[config.mk]
export PLATFORM = sky130hd
export DESIGN_NAME = seq_scan_arb
export DESIGN_NICKNAME = d
export VERILOG_FILES = /design/src/rtl/seq_scan_pkg.sv /design/src/rtl/seq_step.sv /design/src/rtl/seq_scan_arb.sv
export SDC_FILE = /design/constraint.sdc
export NUM_CORES = 1
export LEC_CHECK = 0
export CAP_MARGIN = 0
export CORE_MARGIN = 10
export CORE_UTILIZATION = 45
export DETAILED_ROUTE_END_ITERATION = 6
export PLACE_DENSITY = 0.65
export SLEW_MARGIN = 20
export SYNTH_ARGS = -nofsm -noshare
export SYNTH_HDL_FRONTEND = slang
export SYNTH_SLANG_ARGS = --single-unit
[constraint.sdc]
create_clock -name clk_i -period 7.4 [get_ports clk_i]
set_input_delay 1.11 -clock clk_i [delete_from_list [all_inputs] [get_ports clk_i]]
set_output_delay 1.11 -clock clk_i [all_outputs]
set_load 0.03 [all_outputs]
[src/rtl/seq_scan_pkg.sv]
// Shared encodings for the 1-0-2-4 scanning arbiter: detector states,
// controller states and the nibble selection helper.
package seq_scan_pkg;

  localparam int WORD_W  = 16;
  localparam int NIB_W   = 4;
  localparam int DET_W   = 3;

  typedef enum logic [2:0] {
    S_IDLE = 3'd0,
    S_1    = 3'd1,
    S_0    = 3'd2,
    S_2    = 3'd3,
    S_4    = 3'd4
  } det_state_e;

  typedef enum logic [1:0] {
    IDLE = 2'd0,
    SCAN = 2'd1,
    RESP = 2'd2
  } ctrl_state_e;

  // Index 0 selects the most significant nibble, which is scanned first.
  function automatic logic [NIB_W-1:0] get_nibble(input logic [WORD_W-1:0] word,
                                                  input logic [1:0]        idx);
    logic [NIB_W-1:0] nib;
    case (idx)
      2'd0:    nib = word[15:12];
      2'd1:    nib = word[11:8];
      2'd2:    nib = word[7:4];
      2'd3:    nib = word[3:0];
      default: nib = 4'h0;
    endcase
    return nib;
  endfunction

endpackage

[src/rtl/seq_step.sv]
// One nibble step of the 1-0-2-4 detector. A mismatch always falls back to
// S_IDLE without re-evaluating the nibble as a new start.
module seq_step
  import seq_scan_pkg::*;
(
  input  logic [2:0] state,
  input  logic [3:0] nibble,
  output logic [2:0] next_state,
  output logic       hit
);

  // Detector transition and match flag.
  always_comb begin
    next_state = S_IDLE;
    hit        = 1'b0;
    case (state)
      S_IDLE, S_4: begin
        if (nibble == 4'h1) next_state = S_1;
        else                next_state = S_IDLE;
      end
      S_1: begin
        if (nibble == 4'h0) next_state = S_0;
        else                next_state = S_IDLE;
      end
      S_0: begin
        if (nibble == 4'h2) next_state = S_2;
        else                next_state = S_IDLE;
      end
      S_2: begin
        if (nibble == 4'h4) begin
          next_state = S_4;
          hit        = 1'b1;
        end else begin
          next_state = S_IDLE;
          hit        = 1'b0;
        end
      end
      default: begin
        next_state = S_IDLE;
        hit        = 1'b0;
      end
    endcase
  end

endmodule

[src/rtl/seq_scan_arb.sv]
// Two-requester round-robin arbiter that scans each accepted word for the
// nibble sequence 1-0-2-4, keeping per-requester detector context across words.
module seq_scan_arb
  import seq_scan_pkg::*;
#(
  parameter int CNT_W = 8
) (
  input  logic             clk_i,
  input  logic             rst_n_i,
  input  logic             req0_valid_i,
  input  logic [15:0]      req0_data_i,
  input  logic             req0_last_i,
  output logic             req0_ready_o,
  input  logic             req1_valid_i,
  input  logic [15:0]      req1_data_i,
  input  logic             req1_last_i,
  output logic             req1_ready_o,
  output logic             rsp_valid_o,
  output logic             rsp_id_o,
  output logic [CNT_W-1:0] rsp_count_o,
  input  logic             rsp_ready_i
);

  localparam logic [CNT_W-1:0] CNT_MAX = {CNT_W{1'b1}};
  localparam logic [CNT_W-1:0] CNT_ONE = {{(CNT_W-1){1'b0}}, 1'b1};

  ctrl_state_e      state_r;
  ctrl_state_e      state_s;

  logic             grant_vld_s;
  logic             grant_id_s;
  logic             scan_done_s;
  logic             rsp_hs_s;

  logic             last_id_r;
  logic             id_r;
  logic             last_r;
  logic [15:0]      data_r;
  logic [1:0]       nib_cnt_r;
  logic [DET_W-1:0] work_state_r;
  logic [CNT_W-1:0] work_count_r;

  logic [DET_W-1:0] ctx_state_r [2];
  logic [CNT_W-1:0] ctx_count_r [2];

  logic [NIB_W-1:0] nib_s;
  logic [DET_W-1:0] step_next_s;
  logic             hit_s;
  logic [CNT_W-1:0] count_next_s;

  logic             rsp_valid_r;
  logic             rsp_id_r;
  logic [CNT_W-1:0] rsp_count_r;

  assign nib_s = get_nibble(data_r, nib_cnt_r);

  seq_step u_step (
    .state      (work_state_r),
    .nibble     (nib_s),
    .next_state (step_next_s),
    .hit        (hit_s)
  );

  // Saturating match counter for the word being scanned.
  always_comb begin
    count_next_s = work_count_r;
    if (hit_s && (work_count_r != CNT_MAX)) count_next_s = work_count_r + CNT_ONE;
    else                                    count_next_s = work_count_r;
  end

  // Controller next state, grant selection and handshake strobes.
  always_comb begin
    state_s     = state_r;
    grant_vld_s = 1'b0;
    grant_id_s  = 1'b0;
    scan_done_s = 1'b0;
    rsp_hs_s    = 1'b0;
    case (state_r)
      IDLE: begin
        // Contention goes to whoever was not served last.
        if (req0_valid_i && req1_valid_i) begin
          grant_vld_s = 1'b1;
          grant_id_s  = ~last_id_r;
        end else if (req0_valid_i) begin
          grant_vld_s = 1'b1;
          grant_id_s  = 1'b0;
        end else if (req1_valid_i) begin
          grant_vld_s = 1'b1;
          grant_id_s  = 1'b1;
        end else begin
          grant_vld_s = 1'b0;
          grant_id_s  = 1'b0;
        end
        if (grant_vld_s && rst_n_i) state_s = SCAN;
        else                        state_s = IDLE;
      end
      SCAN: begin
        if (nib_cnt_r == 2'd3) begin
          scan_done_s = 1'b1;
          if (last_r) state_s = RESP;
          else        state_s = IDLE;
        end else begin
          state_s = SCAN;
        end
      end
      RESP: begin
        if (rsp_ready_i) begin
          rsp_hs_s = 1'b1;
          state_s  = IDLE;
        end else begin
          state_s  = RESP;
        end
      end
      default: state_s = IDLE;
    endcase
  end

  // Ready depends on valid within IDLE; rst_n_i keeps it low during reset.
  assign req0_ready_o = rst_n_i & grant_vld_s & ~grant_id_s;
  assign req1_ready_o = rst_n_i & grant_vld_s &  grant_id_s;

  // Controller state register.
  always_ff @(posedge clk_i or negedge rst_n_i) begin
    if (!rst_n_i) state_r <= IDLE;
    else          state_r <= state_s;
  end

  // Accepted word capture and per-nibble working context.
  always_ff @(posedge clk_i or negedge rst_n_i) begin
    if (!rst_n_i) begin
      last_id_r    <= 1'b1;
      id_r         <= 1'b0;
      last_r       <= 1'b0;
      data_r       <= 16'h0000;
      nib_cnt_r    <= 2'd0;
      work_state_r <= S_IDLE;
      work_count_r <= {CNT_W{1'b0}};
    end else if (grant_vld_s) begin
      last_id_r    <= grant_id_s;
      id_r         <= grant_id_s;
      last_r       <= grant_id_s ? req1_last_i : req0_last_i;
      data_r       <= grant_id_s ? req1_data_i : req0_data_i;
      nib_cnt_r    <= 2'd0;
      work_state_r <= ctx_state_r[grant_id_s];
      work_count_r <= ctx_count_r[grant_id_s];
    end else if (state_r == SCAN) begin
      nib_cnt_r    <= nib_cnt_r + 2'd1;
      work_state_r <= step_next_s;
      work_count_r <= count_next_s;
    end else begin
      nib_cnt_r    <= nib_cnt_r;
      work_state_r <= work_state_r;
      work_count_r <= work_count_r;
    end
  end

  // Saved per-requester context: written back after the fourth nibble,
  // cleared when that requester's result is consumed.
  always_ff @(posedge clk_i or negedge rst_n_i) begin
    if (!rst_n_i) begin
      for (int i = 0; i < 2; i++) begin
        ctx_state_r[i] <= S_IDLE;
        ctx_count_r[i] <= {CNT_W{1'b0}};
      end
    end else if (scan_done_s) begin
      ctx_state_r[id_r] <= step_next_s;
      ctx_count_r[id_r] <= count_next_s;
    end else if (rsp_hs_s) begin
      ctx_state_r[id_r] <= S_IDLE;
      ctx_count_r[id_r] <= {CNT_W{1'b0}};
    end else begin
      ctx_state_r[id_r] <= ctx_state_r[id_r];
      ctx_count_r[id_r] <= ctx_count_r[id_r];
    end
  end

  // Registered response; id and count only change when a new result loads.
  always_ff @(posedge clk_i or negedge rst_n_i) begin
    if (!rst_n_i) begin
      rsp_valid_r <= 1'b0;
      rsp_id_r    <= 1'b0;
      rsp_count_r <= {CNT_W{1'b0}};
    end else if (scan_done_s && last_r) begin
      rsp_valid_r <= 1'b1;
      rsp_id_r    <= id_r;
      rsp_count_r <= count_next_s;
    end else if (rsp_hs_s) begin
      rsp_valid_r <= 1'b0;
    end else begin
      rsp_valid_r <= rsp_valid_r;
    end
  end

  assign rsp_valid_o = rsp_valid_r;
  assign rsp_id_o    = rsp_id_r;
  assign rsp_count_o = rsp_count_r;

endmodule

Word level (Yosys, flattened, before mapping)
Cells that the tools add are included.
- bits of input ports: 39
- logic and storage cells: 116
- output and inout bits: 12
- register bits after elaboration: 66
- reductions and logical operators: 12
- add/subtract/negate cells: 2
- mux-type cells: 60
- bitwise logic cells: 11
- order comparisons: 3
- equality and inequality tests: 13
- operators with widths (operator ; number):
    8-bit two-way mux ; 10
    16-bit two-way mux ; 3
    16-bit bitwise mux ; 2
    3-bit two-way mux ; 10
    1-bit two-way mux ; 19
    16-bit bitwise AND ; 1
    16-bit NOT ; 1
    4-bit one-hot mux with 4 select lines ; 1
    2-bit two-way mux ; 7
    6-bit bitwise mux ; 2
    6-bit two-way mux ; 2
    3-bit one-hot mux with 4 select lines ; 1
    8-bit by 1-bit adder with 8-bit output, second input constant ; 1
    8-bit demux with 1-bit select ; 1
    8-bit inequality test, second input constant ; 1
    6-bit bitwise AND ; 1
    2-bit == test, second input constant ; 3
    3-bit by 2-bit == test with 1-bit output, second input constant ; 2
    6-bit NOT ; 1
    2-bit one-hot mux with 3 select lines ; 1
    1-bit logical AND ; 5
    2-bit by 1-bit == test with 1-bit output, second input constant ; 2
    4-bit by 1-bit == test with 1-bit output, second input constant ; 1
    4-bit by 2-bit == test with 1-bit output, second input constant ; 1
    other kinds (15) ; 22

Logic depth before layout (Yosys ltp)
- depth in word-level cells: 9
- depth in mapped cells: 10

Modules after synthesis
From an unflattened synthesis, not the netlist that was laid out.
- cells, all modules: 346
- area total of the unflattened synthesis: 3311.9 um2
- modules (own cells, without submodules) (module ; area an instance (um2) ; cells each ; sequential area each (um2) ; times used):
    seq_scan_arb ; 3224.3 ; 335 ; 1652.8 ; 1
    seq_step ; 87.6 ; 11 ; 0.0 ; 1

Worst setup path before layout
OpenSTA, ideal clock, no wires.
- kind: input-to-output
- start point: in req1_valid_i
- end point: out req0_ready_o
- slack: 4.239 ns
- path buffers: 1
- arrival time: 2.051 ns
- data required time: 6.290 ns
- cell stages on the path: 4
- cell sequence: o21a_1 clkbuf_1 nand2_1 nor2_1
- longest elaborated chain between the ends: 7
- elaborated cells on any way between the ends: 12
- those cells by class: 8 x mux; 3 x bitwise; 1 x reduce/logical
- ends and longest elaborated chain (item ; line ; text):
    from (decl) ; seq_scan_arb.sv:14 ; input logic req1_valid_i,
    1-bit two-way mux ; seq_scan_arb.sv:87 ; end else if (req1_valid_i) begin
    1-bit two-way mux ; seq_scan_arb.sv:84 ; end else if (req0_valid_i) begin
    1-bit two-way mux ; seq_scan_arb.sv:81 ; if (req0_valid_i && req1_valid_i) begin
    1-bit two-way mux (2 in series) ; seq_scan_arb.sv:78 ; case (state_r)
    1-bit bitwise AND ; seq_scan_arb.sv:119 ; assign req0_ready_o = rst_n_i & grant_vld_s & ~grant_id_s;
    1-bit bitwise AND (*) ; seq_scan_arb.sv:119 ;
    to (decl) ; seq_scan_arb.sv:13 ; output logic req0_ready_o,
Every way passes the cells marked *; elsewhere a longest branch is shown, timed or not. The select of a mux whose other input is x is not followed.

Final worst setup path
- start point: in rst_n_i
- end point: out req0_ready_o
- longest elaborated chain between the ends: 2
- ends and longest elaborated chain (item ; line ; text):
    from (decl) ; seq_scan_arb.sv:9 ; input logic rst_n_i,
    1-bit bitwise AND (2 in series) ; seq_scan_arb.sv:119 ;
No other way between the ends.

==> results.sh <==
export IMPL_r2r_start="nib_cnt_r[0]"
export IMPL_avgViaCountPerCell=6.17
export IMPL_period_share=0.593
export IMPL_setup_violations=0
export IMPL_cts_resized=0
export IMPL_slew_violations=0
export IMPL_grtUsageMet2=0.288
export IMPL_ys_warn_count=0
export IMPL_nets=492
export IMPL_dp_hpwl_um=7100
export IMPL_synth_edff_count=0
export IMPL_startpoint_type="input port"
export IMPL_cts_max_level=3
export IMPL_path_delay_family="buffers and inverters"
export IMPL_fin_tns_setup_ps=0
export IMPL_grt_max_degree=48
export IMPL_hold_class="flip-flop to flip-flop"
export IMPL_relSlewSlack=0.273
export IMPL_final_setup_skew_ps=7.71
export IMPL_die_w_um=110
export IMPL_n_antenna_cell=0
export IMPL_synth_area_per_cell_um2=8.71
export IMPL_worstHoldStart="rsp_id_o"
export IMPL_worstMarginPinSlew_ps=1090
export IMPL_finalHoldViolations=0
export IMPL_holdPathStages=2
export IMPL_gp_congestion=0.874
export IMPL_antenna_found_initial=0
export IMPL_final_common_cell="nand2_1"
export IMPL_vdd_drop_max_v=0.000151
export IMPL_dieArea_um2=12200
export IMPL_cts_inserted_buffers=9
export IMPL_start_util=0.467
export IMPL_crit_type="input port to primary output"
export IMPL_ctsHoldBuffers=0
export IMPL_async_flop_share=1.00
export IMPL_synth_flop_cell="dfrtp_1"
export IMPL_critical_path_cell_chain="buf_2, buf_4, nand2_1, nor2_1, clkdlybuf4s50_1"
export IMPL_slowest_stage="clkdlybuf4s50_1"
export IMPL_grt_pass1_wl_um=17600
export IMPL_power_total_uw=1820
export IMPL_path_buf_inv=3
export IMPL_vias=3427
export IMPL_post_cts_buffers=0
export IMPL_arrival_ps=3280
export IMPL_grt_usage=0.184
export IMPL_slowest_delay_ps=700
export IMPL_grt_use_met3=0.0354
export IMPL_postSynthCellCount=421
export IMPL_drt_iter0_markers=258
export IMPL_cp_required_ps=6290
export IMPL_num_io_pins=51
export IMPL_dr_pass1_iters=5
export IMPL_grt_pass1_vias=3357
export IMPL_drt_wl_total_um=10700
export IMPL_grt_overflow=0
export IMPL_use_met1=0.250
export IMPL_insertion_delay_ps=350
export IMPL_synth_seq_cells=66
export IMPL_min_period_ps=4390
export IMPL_die_h_um=110
export IMPL_drc=0
export IMPL_clock_root_buffer="clkbuf_8"
export IMPL_numPortBuffers=50
export IMPL_cap_violations=0
export IMPL_cp_end_kind="primary output"
export IMPL_r2r_end="ctx_count_r[14]"
export IMPL_path_max_fanout=38
export IMPL_status="finished, final reports clean"
export IMPL_power_density_nw_per_um2=420
export IMPL_final_area_um2=4340
export IMPL_drt_wirelength_per_cell_um=19.2
export IMPL_final_cell_mix="69 x nand2_1, 65 x dfrtp_1, 49 x clkdlybuf4s50_1"
export IMPL_r2r_cells=7
export IMPL_clockBufferDepth=2
export IMPL_p_leak_uw=0.00179
export IMPL_row_count=32
export IMPL_syn_num_nets=465
export IMPL_worstHoldEndpoint="rsp_id_o"
export IMPL_syn_area_um2=3670
export IMPL_drive_gt1_frac=0.0640
export IMPL_postRouteAntennaNets=0
export IMPL_postPlaceCellArea_um2=4160
export IMPL_core_um2=7850
export IMPL_ys_seq_area_frac=0.451
export IMPL_area_delta_synth_final_pct=18.2
export IMPL_cts_sink_count=66
export IMPL_synth_cell_types=54
export IMPL_grt_busiest_layer="met2"
export IMPL_rsz0062_at_grt="no"
export IMPL_r2r_slack_ps=4210
export IMPL_clkTransAtPathRegs_ps=70
export IMPL_cts_tree="yes"
export IMPL_max_freq_ghz=0.228
how the worst max path moves through the flow:
stage,start,endpoint,slack (ps),cells after the start
floorplan,req1_valid_i,req0_ready_o,4240,4
global placement,rst_n_i,req0_ready_o,2960,5
detailed placement,rst_n_i,req0_ready_o,2920,5
CTS,rst_n_i,req0_ready_o,2920,5
global route,rst_n_i,req0_ready_o,2750,5
finish,rst_n_i,req0_ready_o,3010,5
tightest hold or removal path, delay by kind of cell (launching register included):
kind,cells,cell delay [ps]
AND/OR/NAND/NOR,2,110
flip-flops,1,340
state kept, by name, summed over array words and instances (netlist names), 2 cells and up:
| name | count |
|---|---|
| nib_cnt_r | 2 |
| state_r | 2 |
| ctx_state_r | 6 |
| ctx_count_r | 16 |
| rsp_count_o | 8 |
| data_r | 16 |
| work_state_r | 3 |
| work_count_r | 8 |
final cells by class:
type                            count  area (um^2)
Timing Repair Buffer               54          526
Multi-Input combinational cell    307         1820
Tap cell                          102          128
Sequential cell                    66         1650
Clock buffer                       16          170
Inverter                           10         37.5
Fill cell                         756         3510
layer usage:
metal | vias up | wire length, um
li1 | 1616 | -
met1 | 1673 | 4900
met2 | 123 | 5040
met3 | 15 | 587
met4 | 0 | 148
met5 | - | 0
per-stage QoR:
| step | setup slack (ps) | utilization | cells | hold slack [ps] |
|---|---|---|---|---|
| final | 3010 | 0.552 | 555 | 475 |
| after global routing | 2750 | 0.552 | 555 | 505 |
| after CTS | 2920 | 0.552 | 555 | 483 |
| after detailed placement | 2920 | 0.530 | 539 | 466 |
| after global placement | 2960 | 0.530 | 539 | 461 |
| after floorplan | 4240 | - | 421 | 449 |
report_power, final:
part	switching (uW)	leakage [uW]	internal [uW]	total, uW
clock	137	0.0000850	141	278
combinational	524	0.000897	326	850
sequential	157	0.000811	537	694
cells by family after synthesis:
| logic type | count (synthesis) | synth area share |
|---|---|---|
| flops | 66 | 0.451 |
| simple gates | 167 | 0.219 |
| fa+ha+maj | 5 | 0.0171 |
| buf+inv | 48 | 0.0566 |
| compound gates | 130 | 0.243 |
| mux | 5 | 0.0143 |
cells in the mapped netlist, types with 7 or more instances:
| library cell | instances | area share |
|---|---|---|
| nor3_1 | 7 | 0.0095 |
| a221o_1 | 10 | 0.027 |
| a31oi_1 | 14 | 0.024 |
| clkbuf_1 | 28 | 0.029 |
| o31ai_1 | 7 | 0.014 |
| o22ai_1 | 16 | 0.027 |
| o21ai_0 | 32 | 0.044 |
| a21oi_1 | 11 | 0.015 |
| dfrtp_1 | 65 | 0.44 |
| nand3_1 | 18 | 0.025 |
| nor2_1 | 27 | 0.028 |
| o211ai_1 | 8 | 0.016 |
| or4_1 | 7 | 0.014 |
| nand2_1 | 69 | 0.071 |
| and3_1 | 12 | 0.020 |
| inv_1 | 10 | 0.010 |
Note: power is estimated with default switching activity, not from simulation.
